==> src/rtl/dmem_port_arbiter.sv <==
// dmem_port_arbiter: round-robin two-master arbiter with bounded burst lock for a single data memory port
// Ports: clk/reset (async active-low); per requester n: req/lock/we/addr/be/wdata in, gnt/rvalid/rdata out;
// memory side: mem_address/mem_byteena/mem_wren/mem_writedata out, mem_readdata in; busy = lock held or read in flight.
module dmem_port_arbiter #(
  parameter int ADDR_W       = 14,
  parameter int DATA_W       = 256,
  parameter int BE_W         = 32,
  parameter int READ_LATENCY = 1,
  parameter int MAX_BURST    = 8
) (
  input  logic              clk,
  input  logic              reset,
  input  logic              req_0,
  input  logic              lock_0,
  input  logic              we_0,
  input  logic [ADDR_W-1:0] addr_0,
  input  logic [BE_W-1:0]   be_0,
  input  logic [DATA_W-1:0] wdata_0,
  input  logic              req_1,
  input  logic              lock_1,
  input  logic              we_1,
  input  logic [ADDR_W-1:0] addr_1,
  input  logic [BE_W-1:0]   be_1,
  input  logic [DATA_W-1:0] wdata_1,
  output logic              gnt_0,
  output logic              gnt_1,
  output logic              rvalid_0,
  output logic              rvalid_1,
  output logic [DATA_W-1:0] rdata_0,
  output logic [DATA_W-1:0] rdata_1,
  output logic [ADDR_W-1:0] mem_address,
  output logic [BE_W-1:0]   mem_byteena,
  output logic              mem_wren,
  output logic [DATA_W-1:0] mem_writedata,
  input  logic [DATA_W-1:0] mem_readdata,
  output logic              busy
);
  typedef enum logic [1:0] {IDLE, LOCK0, LOCK1} state_t;
  state_t state, state_nx;
  logic last_winner;
  logic [3:0] burst_cnt, burst_nx;
  logic [READ_LATENCY-1:0] tag_v, tag_id;
  logic xfer, id, we_g, locking, tenure_end;
  // a tie in IDLE goes to the port that did not win last
  assign gnt_0 = state == LOCK0 ? req_0 : state == LOCK1 ? 1'b0 : req_0 & (~req_1 | last_winner);
  assign gnt_1 = state == LOCK1 ? req_1 : state == LOCK0 ? 1'b0 : req_1 & (~req_0 | ~last_winner);
  assign xfer = gnt_0 | gnt_1;
  assign id   = gnt_1;
  assign we_g = id ? we_1 : we_0;
  always_ff @(posedge clk or negedge reset) begin
    if (!reset) begin
      state     <= IDLE;
      burst_cnt <= '0;
    end else begin
      state     <= state_nx;
      burst_cnt <= burst_nx;
    end
  end
  // the tenure counter runs every locked cycle, so an idle lock still expires
  always_comb begin
    locking    = state == IDLE & xfer & (id ? lock_1 : lock_0);
    tenure_end = (state == LOCK0 ? ~lock_0 : ~lock_1) | burst_cnt == 4'(MAX_BURST - 1);
    state_nx   = locking ? (id ? LOCK1 : LOCK0) : (state != IDLE & tenure_end) ? IDLE : state;
    burst_nx   = locking ? 4'd1 : state != IDLE ? burst_cnt + 4'd1 : burst_cnt;
  end
  always_comb begin
    mem_address   = id ? addr_1 : addr_0;
    mem_writedata = id ? wdata_1 : wdata_0;
    mem_byteena   = xfer ? (id ? be_1 : be_0) : '0;
    mem_wren      = xfer & we_g;
    rvalid_0      = tag_v[READ_LATENCY-1] & ~tag_id[READ_LATENCY-1];
    rvalid_1      = tag_v[READ_LATENCY-1] & tag_id[READ_LATENCY-1];
    rdata_0       = mem_readdata;
    rdata_1       = mem_readdata;
    busy          = state != IDLE | (|tag_v);
  end
  always_ff @(posedge clk or negedge reset) begin
    if (!reset) begin
      last_winner <= 1'b1;
      tag_v       <= '0;
      tag_id      <= '0;
    end else begin
      if (xfer) last_winner <= id;
      tag_v[0]  <= xfer & ~we_g;
      tag_id[0] <= id;
      for (int i = 1; i < READ_LATENCY; i++) begin
        tag_v[i]  <= tag_v[i-1];
        tag_id[i] <= tag_id[i-1];
      end
    end
  end
endmodule

==> config.mk <==
export PLATFORM = sky130hd
export DESIGN_NAME = dmem_port_arbiter
export DESIGN_NICKNAME = d
export VERILOG_FILES = /design/src/rtl/dmem_port_arbiter.sv
export SDC_FILE = /design/constraint.sdc
export NUM_CORES = 1
export LEC_CHECK = 0
export ABC_AREA = 1
export BUFFER_PORTS_ARGS = -buffer_cell sky130_fd_sc_hd__buf_2
export CAP_MARGIN = 20
export CORE_AREA = 2 2 658 660
export DETAILED_ROUTE_END_ITERATION = 8
export DIE_AREA = 0 0 660 662
export PLACE_DENSITY = 0.3
export SLEW_MARGIN = 10
export SYNTH_ARGS = -nofsm -noshare
export SYNTH_HDL_FRONTEND = slang
export SYNTH_SLANG_ARGS = --single-unit
==> constraint.sdc <==
create_clock -name clk -period 2.71 [get_ports clk]
set_input_delay 0.542 -clock clk [delete_from_list [all_inputs] [get_ports clk]]
set_output_delay 0.542 -clock clk [all_outputs]
set_load 0.01 [all_outputs]
==> impl_metrics.tcl, run 1 <==
set metrics [dict create \
    status "complete, no violations" \
    cp-start-kind "flip-flop" \
    clock-sinks 9 \
    drt_iter0_markers 1092 \
    cpPeakStageDelay_ns 0.43 \
    crit_path_end_kind "primary output" \
    critPathRequiredTime_ns 2.17 \
    min_path_type "in2async" \
    cts_buffer_depth 2 \
    clock.fmax_mhz 376 \
    via_count 13100 \
    p_leak_nw 8.24 \
    slowest_stage "dfrtp_1" \
    timing.rr.end "burst_cnt[1]$_DFFE_PN0P_" \
    cts-root-buf "clkbuf_16" \
    die_w_um 660 \
    cp-endpoint "mem_writedata[15]" \
    clk_pin_slew_worst_paths_ns 0.04 \
    synth_top_area_share_pct 47.7 \
    synth_area_leaders "buf_4, nand2_1, dfrtp_1" \
    slew_viol_final 0 \
    drcViolationCount 0 \
    netlist_area_mm2 0.00839 \
    drv_cap 0 \
    setup_ws_ns 0.0536 \
    peakVddDrop_uv 289 \
    die-area_mm2 0.437 \
    coreArea_mm2 0.430 \
    crit_chain "inv_2, nand2_4, a21oi_4, buf_8, buf_12, bufbuf_16, nand2_1, nand2_2, buf_2" \
    seq_area_frac_synth_pct 2.70 \
    worst_pin_slew_ns 0.597 \
    crit_type "reg2out" \
    synth_top_family_by_area "buffers and inverters" \
    gr-usage-all-layers_pct 11.0 \
    rsz0062_at_grt "true" \
    syn_avg_cell_area_um2 5.27 \
    dp_hpwl_um 235000 \
    slew-limit-headroom_pct 60.5 \
    cp_max_fo 7 \
    ys_async_sr_fraction_pct 100 \
    crit_arrival_ns 2.11 \
    cts_tree "done" \
    yosys_warnings 0 \
    yosys_register_bits 9 \
    synth_adder_area_share_pct 0.149 \
    vias_per_cell 1.66 \
    ys_types 23 \
    syn_inst 1591 \
    power.density_mw_per_mm2 697 \
    layout-drive-gt1-share_pct 54.8 \
    post-place-ws_ns -0.367 \
    synth_edf_count 0 \
    critical_path_depth 9 \
    htreeDepth 1 \
    clock_power_share_pct 1.9 \
    die_h_um 662 \
    grt_overflow 0 \
    drt_pass1_iterations 5 \
    io_pins 1688 \
    crit_start "state[0]$_DFFE_PN0P_" \
    syn_to_final_growth_pct 134 \
    num_rows 241 \
    antenna_found_initial 154 \
    holdWs_ns 0.152 \
    r2r_start "state[0]$_DFFE_PN0P_" \
    grt_pass1_wl_um 277000 \
    yosysTopAreaCell "buf_4" \
    synth_ff_type "dfrtp_1" \
    grt_start_max_net_pins 34 \
    finalSetupViolations 0 \
    io_buffer_count 919 \
    hold_viol_final 0 \
    yosys.area_share.simple_pct 41.0 \
    period_needed_ns 2.66 \
    synth_xor_area_share_pct 0.313 \
    clk-insertion-delay-late_ns 0.25 \
    cts_buffers 3 \
    crit_family "buffers and inverters" \
    antenna_left 0 \
    synthMuxAreaShare_pct 0 \
    wl_per_cell_um 32.0 \
    power_frac_seq_pct 1.7 \
    synth_compound_area_share_pct 2.51 \
    switching_share_pct 62.3 \
    final_util_pct 4.57 \
    fin_skew_ns 0.00468 \
    synthesis.nets 2460 \
    fin_crit_sh_pct 98.0 \
    fin_nets 2912 \
    p_int_mw 5.17 \
    final.fill_count 51500 \
    rrSetupSlack_ns 0.75 \
    start_util_pct 1.95 \
    wl_um 252000 \
    power.share.combinational_pct 96.4 \
    postCtsHoldBufs 0 \
    grt_pass1_vias 12400 \
    power.switching_mw 8.53 \
    path_buf_inv 5 \
    r2r_cells 11 \
    gp_congestion 0.903 \
]
[state kept, by name, indices dropped and copies added (netlist names)]
register,cells
burst_cnt,4
state,2
tag_id,1
tag_v,1
last_winner,1
[repair_timing]
| action | 4_1_cts | 5_1_grt |
|---|---|---|
| resized for setup | 140 | 35 |
| buffers inserted | 21 | 3 |
| pin swaps | 8 | 5 |
| endpoints found under the setup margin | 213 | 146 |
| gates cloned | 8 | 1 |
[cells by family after synthesis]
logic type               Yosys count
AND/OR/NAND/NOR                  911
adder cells (fa/ha/maj)            1
XOR/XNOR                           3
flip-flops                         9
buffers and inverters            629
AO/OA/AOI/OAI                     38
[synth_stat cells (all sizes together) (2+ instances only)]
master	instances
dfrtp	8
nand2	898
xor2	2
o21ai	35
nor2	4
nand3	5
inv	48
clkbuf	2
nand4	2
buf	579
[worst min path at each step]
stage / startpoint / depth (start not counted) / end / slack, ns
finish: reset / 1 / burst_cnt[1]$_DFFE_PN0P_ / 0.15
global route: reset / 1 / burst_cnt[3]$_DFFE_PN0P_ / 0.16
floorplan: reset / 0 / burst_cnt[0]$_DFFE_PN0P_ / 0.25
detailed placement: reset / 1 / burst_cnt[3]$_DFFE_PN0P_ / 0.42
CTS: reset / 1 / burst_cnt[3]$_DFFE_PN0P_ / 0.15
global placement: reset / 1 / state[1]$_DFFE_PN0P_ / 0.42
[metrics by stage]
| step | cells | TNS, ns | area (um^2) | total power [mW] |
|---|---|---|---|---|
| 2_1_floorplan | 1591 | 0 | 8390 | 4.22 |
| 3_3_place_gp | 7719 | -11.31 | 18300 | 13.0 |
| 3_5_place_dp | 7719 | -5.84 | 18300 | 12.9 |
| 4_1_cts | 7752 | -0.139 | 19200 | 14.5 |
| 5_1_grt | 7851 | -0.0864 | 19600 | 14.8 |
| 6_report | 7878 | 0 | 19600 | 13.7 |
[layout by cell type (no fill, tap or decap), drive strengths merged, types with 2 or more instances in the layout]
cell type | Yosys | final
buf | 579 | 1023
nand2 | 898 | 898
diode | 0 | 126
inv | 48 | 48
o21ai | 35 | 35
dfrtp | 8 | 8
clkbuf | 2 | 6
nand3 | 5 | 5
nor2 | 4 | 4
nand4 | 2 | 2
xor2 | 2 | 2
bufbuf | 0 | 2
[cell type report]
class                      instances  area [um^2]  share of cell area (%)
multi-input combinational        953         3940                    20.0
clock buffer                       3         75.1                   0.382
inverter                          48          183                   0.930
tap                             5710         7140                    36.4
clock inverter                     1         5.00                  0.0255
timing repair buffer            1028         7760                    39.5
antenna                          126          315                    1.60
sequential                         9          228                    1.16
[power by group through the flow]
stage,clock network (mW),logic [mW],registers (mW)
floorplan,0,4.00,0.220
global placement,0,12.8,0.230
detailed placement,0,12.6,0.226
CTS,0.269,14.0,0.225
global route,0.280,14.3,0.236
finish,0.266,13.2,0.229
[routing by layer]
layer  track usage (%)  vias up  routed length [um]
li1                  -     5261                   -
met1              9.08     5493               71100
met2              17.3     1725              113000
met3              10.6      498               54200
met4              5.13       95               12800
met5             0.853        -                1110
Power figures use the tool's default switching activity.
==> run 2: changes to the inputs <==
Settings changed: REMOVE_ABC_BUFFERS set to 1.
==> run 2 against run 1 <==
Against the previous run:
- the flow now finishes with violations (negative setup slack)
- routed wire length rose by 65%
- sequential power rose by 4%
- worst hold slack improved by 0.0044 ns
- clock power barely moved
- cell count barely moved
- setup slack got worse by 0.099 ns
- sequential cell count did not move
- maximum frequency fell by 3.6%
- clock skew fell by 0.0016 ns
- global-route usage rose by 7.2 points
- combinational power rose by 17%
- largest cell class unchanged
- largest power group unchanged
- highest routed layer unchanged
==> impl_metrics.tcl, run 2 (synthesized netlist as in run 1, its figures left out) <==
set metrics [dict create \
    status "complete, but fails checks" \
    violations "negative setup slack" \
    antenna_left 0 \
    gr-usage-all-layers_pct 18.2 \
    crit_chain "nand2_4, inv_6, nand2_8, nand2_8, buf_16, buf_12, buf_12, buf_12, nand2_4, nand2_4, buf_12" \
    crit_arrival_ns 2.21 \
    vias_per_cell 2.14 \
    p_total_mw 15.9 \
    postCtsHoldBufs 0 \
    period_needed_ns 2.75 \
    post-place-ws_ns -0.676 \
    fin_skew_ns 0.00312 \
    cp_max_fo 8 \
    power.density_mw_per_mm2 733 \
    wl_per_cell_um 52.8 \
    antenna_found_initial 294 \
    min_path_type "in2async" \
    slew_viol_final 0 \
    coreArea_mm2 0.430 \
    setup_ws_ns -0.0449 \
    drcViolationCount 0 \
    setup_tns_ns -0.134 \
    dp_hpwl_um 378000 \
    top_register "burst_cnt" \
    cp-start-kind "flip-flop" \
    grt_pass1_vias 13500 \
    io_buffer_count 919 \
    fin_crit_sh_pct 102 \
    cpPeakStageDelay_ns 0.56 \
    hold_viol_final 0 \
    start_util_pct 1.95 \
    final_cell_mix "buf_2, nand2_1, buf_12, nand2_2, buf_4" \
    fin_nets 2988 \
    die_w_um 660 \
    holdWs_ns 0.156 \
    via_count 16800 \
    final_util_pct 5.06 \
    critPathRequiredTime_ns 2.17 \
    clk-insertion-delay-late_ns 0.24 \
    die_h_um 662 \
    largest_register_ffs 4 \
    cts_tree "done" \
    cts-root-buf "clkbuf_16" \
    htreeDepth 1 \
    num_rows 241 \
    drt_pass1_iterations 7 \
    clock.fmax_mhz 363 \
    finalSetupViolations 7 \
    clock-sinks 9 \
    grt_pass1_wl_um 444000 \
    multi_input_area_mm2 0.00469 \
    crit_path_end_kind "primary output" \
    slowest_stage "dfstp_2" \
    drt_iter0_markers 2005 \
    clk_pin_slew_worst_paths_ns 0.04 \
    largestRegisters "burst_cnt (4), state (2)" \
    wl_um 416000 \
    die-area_mm2 0.437 \
    cts_buffers 3 \
    worst_pin_slew_ns 0.340 \
    crit_type "reg2out" \
    peakVddDrop_uv 327 \
    slew-limit-headroom_pct 77.3 \
    final.fill_count 51200 \
    gp_congestion 1.06 \
    regArea_um2 228 \
    syn_to_final_growth_pct 159 \
    grt_start_max_net_pins 35 \
    crit_top_cell "buf_12" \
    grt_overflow 0 \
    layout_commonest_cell "buf_2" \
    layout-drive-gt1-share_pct 62.0 \
    drv_cap 0 \
    io_pins 1688 \
    p_leak_nw 9.15 \
    rsz0062_at_grt "true" \
    cts_buffer_depth 2 \
]
run 2: path summary, 6_finish.rpt:
path                                                 end                     start  slack [ns]  cells past startpoint
worst max-delay path                  mem_writedata[139]   last_winner$_DFFE_PN1P_       -0.04                     11
worst max register to register  burst_cnt[2]$_DFFE_PN0P_      state[1]$_DFFE_PN0P_        0.49                     14
min in group clk                burst_cnt[3]$_DFFE_PN0P_  burst_cnt[3]$_DFFE_PN0P_        0.55                      3
worst min-delay path                     tag_v$_DFF_PN0_                     reset        0.16                      1
max in group asynchronous        last_winner$_DFFE_PN1P_                     reset        2.30                      1
worst min register to register  burst_cnt[3]$_DFFE_PN0P_  burst_cnt[3]$_DFFE_PN0P_        0.55                      3
run 2: what timing repair did:
action                                  4_1_cts  5_1_grt
cloned                                       13       10
setup buffers                                19       19
pin swaps                                    36       30
resized for setup                           283      134
endpoints found under the setup margin      298      197
endpoints found under the hold margin         0        0
run 2: metrics by stage:
stage	area, um^2	cells
after floorplan	4100	1010
after global placement	19200	7764
after detailed placement	19200	7764
after CTS	20800	7800
after global routing	21700	7848
final	21800	7877
run 2: area by class of cell:
cell class | instances | area share, %
flip-flops and latches | 9 | 1.05
diodes | 49 | 0.563
repair buffers | 1103 | 42.7
inverters | 48 | 0.908
multi-input cells | 954 | 21.6
clock buffers | 4 | 0.362
well taps | 5710 | 32.8
run 2: critical path: cells and delay by family (launching register included):
family,cells,cell delay [ns]
AND/OR/NAND/NOR,5,0.48
flip-flops,1,0.56
buffers and inverters,6,0.82
run 2: where the power goes:
group	internal (mW)	switching, mW	leakage [nW]
combinational	6.18	9.27	9.00
sequential	0.189	0.0503	0.112
clock	0.197	0.0670	0.0385
run 2: per-layer routing:
layer  up-vias  routed length, um  global-route usage (%)
met4       282               6380                    1.78
met2      3207             162000                    25.3
met1      7412             124000                    15.2
met3       597             113000                    24.1
met5         -              11200                    15.9
li1       5349                  -                       -
==> run 3: changes to the inputs <==
--- a/config.mk
+++ b/config.mk
@@ -15,2 +15,3 @@
 export REMOVE_ABC_BUFFERS = 1
+export SKIP_LAST_GASP = 1
 export SLEW_MARGIN = 10
==> constraint.sdc (replaced) <==
create_clock -name clk -period 2.71 [get_ports clk]
set_input_delay 0.4065 -clock clk [delete_from_list [all_inputs] [get_ports clk]]
set_output_delay 0.4065 -clock clk [all_outputs]
set_load 0.01 [all_outputs]
==> run 3 against run 2 <==
Against the previous run:
- the run now ends clean
- worst hold slack worse by 0.13 ns
- cell area fell by 11%
- die area did not move
- utilization fell by 0.54 points
- total power decreased by 16%
- critical path type unchanged
- clock-buffer cell count stayed put
- combinational power decreased by 16%
- via count down 1.2%
- setup slack gained 0.096 ns
==> impl_metrics.tcl, run 3 (synthesized netlist as in run 1, its figures left out) <==
set metrics [dict create \
    status "complete, no violations" \
    crit_type "reg2out" \
    top_register "burst_cnt" \
    largestRegisters "burst_cnt (4), state (2)" \
    setup_tns_ns 0 \
    die_h_um 662 \
    drt_pass1_iterations 5 \
    antenna_found_initial 313 \
    p_total_mw 13.4 \
    wl_per_cell_um 53.3 \
    p_leak_nw 8.23 \
    fin_area_mm2 0.0194 \
    r2r_cells 9 \
    multi_input_area_mm2 0.00395 \
    peakVddDrop_uv 249 \
    dp_hpwl_um 381000 \
    cts-root-buf "clkbuf_16" \
    setup_ws_ns 0.0506 \
    antenna_left 0 \
    vias_per_cell 2.13 \
    drt_iter0_markers 1842 \
    drv_cap 0 \
    cts_buffer_depth 2 \
    layoutNonFillerInstCount 7812 \
    cp_max_fo 18 \
    clock.fmax_mhz 376 \
    fin_skew_ns 0.00142 \
    final_cell_mix "nand2_1, buf_2, buf_12, buf_4, inv_1" \
    grt_start_max_net_pins 50 \
    grt_overflow 0 \
    clock-sinks 9 \
    min_path_type "in2async" \
    fin_nets 2910 \
    slew_viol_final 0 \
    fin_crit_sh_pct 98.1 \
    cp-start-kind "flip-flop" \
    start_util_pct 1.95 \
    dp.cells 7720 \
    die_w_um 660 \
    io_pins 1688 \
    cts_buffers 3 \
    grt_pass1_wl_um 445000 \
    coreArea_mm2 0.430 \
    layout_commonest_cell "nand2_1" \
    placed_area_mm2 0.0183 \
    io_buffer_count 919 \
    die-area_mm2 0.437 \
    clk-insertion-delay-late_ns 0.24 \
    gp_congestion 1.08 \
    power.density_mw_per_mm2 688 \
    cts_tree "done" \
    drcViolationCount 0 \
    layout-drive-gt1-share_pct 53.4 \
    worst_pin_slew_ns 0.481 \
    crit_arrival_ns 2.25 \
    via_count 16600 \
    regArea_um2 226 \
    rsz0062_at_grt "true" \
    clk_pin_slew_worst_paths_ns 0.04 \
    num_rows 241 \
    hold_viol_final 0 \
    critPathRequiredTime_ns 2.30 \
    post-place-ws_ns -0.315 \
    slew-limit-headroom_pct 67.9 \
    largest_register_ffs 4 \
    finalSetupViolations 0 \
    htreeDepth 1 \
    crit_path_end_kind "primary output" \
    grt_pass1_vias 13200 \
    syn_to_final_growth_pct 132 \
    final.fill_count 51400 \
    wl_um 416000 \
    gr-usage-all-layers_pct 18.3 \
    period_needed_ns 2.66 \
]
-- run 3: metal layers --
metal	up-vias	global-route usage [%]	share of wire [%]
li1	5197	-	-
met1	7196	14.9	29
met2	3327	25.5	39
met3	619	24.7	28
met4	300	1.98	1.5
met5	-	15.2	2.5
-- run 3: path summary, 6_finish.rpt --
path,start,slack [ns],endpoint
worst max-delay path,last_winner$_DFFE_PN1P_,0.05,mem_writedata[189]
worst min-delay path,reset,0.03,state[1]$_DFFE_PN0P_
worst max register to register,state[0]$_DFFE_PN0P_,0.59,tag_v$_DFF_PN0_
worst min register to register,last_winner$_DFFE_PN1P_,0.50,last_winner$_DFFE_PN1P_
max in group asynchronous,reset,2.43,last_winner$_DFFE_PN1P_
min in group clk,lock_0,0.47,state[0]$_DFFE_PN0P_
-- run 3: final cells by class --
cell class,instances,area share (%)
Timing Repair Buffer,1026,39.7
Multi-Input combinational cell,953,20.3
Tap cell,5710,36.7
Inverter,48,0.927
Antenna cell,62,0.798
Sequential cell,9,1.16
Clock buffer,4,0.405
-- run 3: report_power, final --
group | switching, mW | internal (mW) | total [mW]
combinational | 8.24 | 4.66 | 12.9
sequential | 0.0407 | 0.188 | 0.228
clock | 0.0647 | 0.197 | 0.261
total | 8.34 | 5.04 | 13.4
-- run 3: what timing repair did --
item | in CTS | in global routing
cloned | 9 | 2
buffers inserted | 12 | 3
setup endpoints to repair | 155 | 71
pin swaps | 2 | 2
hold buffers | 0 | 0
resized for setup | 99 | 23
-- run 3: through the flow --
stage                     hold WS (ns)  util (%)
final                           0.0277      4.53
after global routing            0.0394      4.51
after CTS                       0.0247      4.45
after detailed placement         0.280      4.26
after global placement           0.281      4.26
after floorplan                  0.111         -
-- run 3: critical path: stages, from the launching register on --
cell and delay [ns]:
dfstp_2 0.55, nand2_1 0.08, inv_2 0.10, nand2_2 0.11, nand2_8 0.16, buf_12 0.14
bufbuf_16 0.34, nand2_1 0.13, nand2_1 0.13, buf_2 0.23
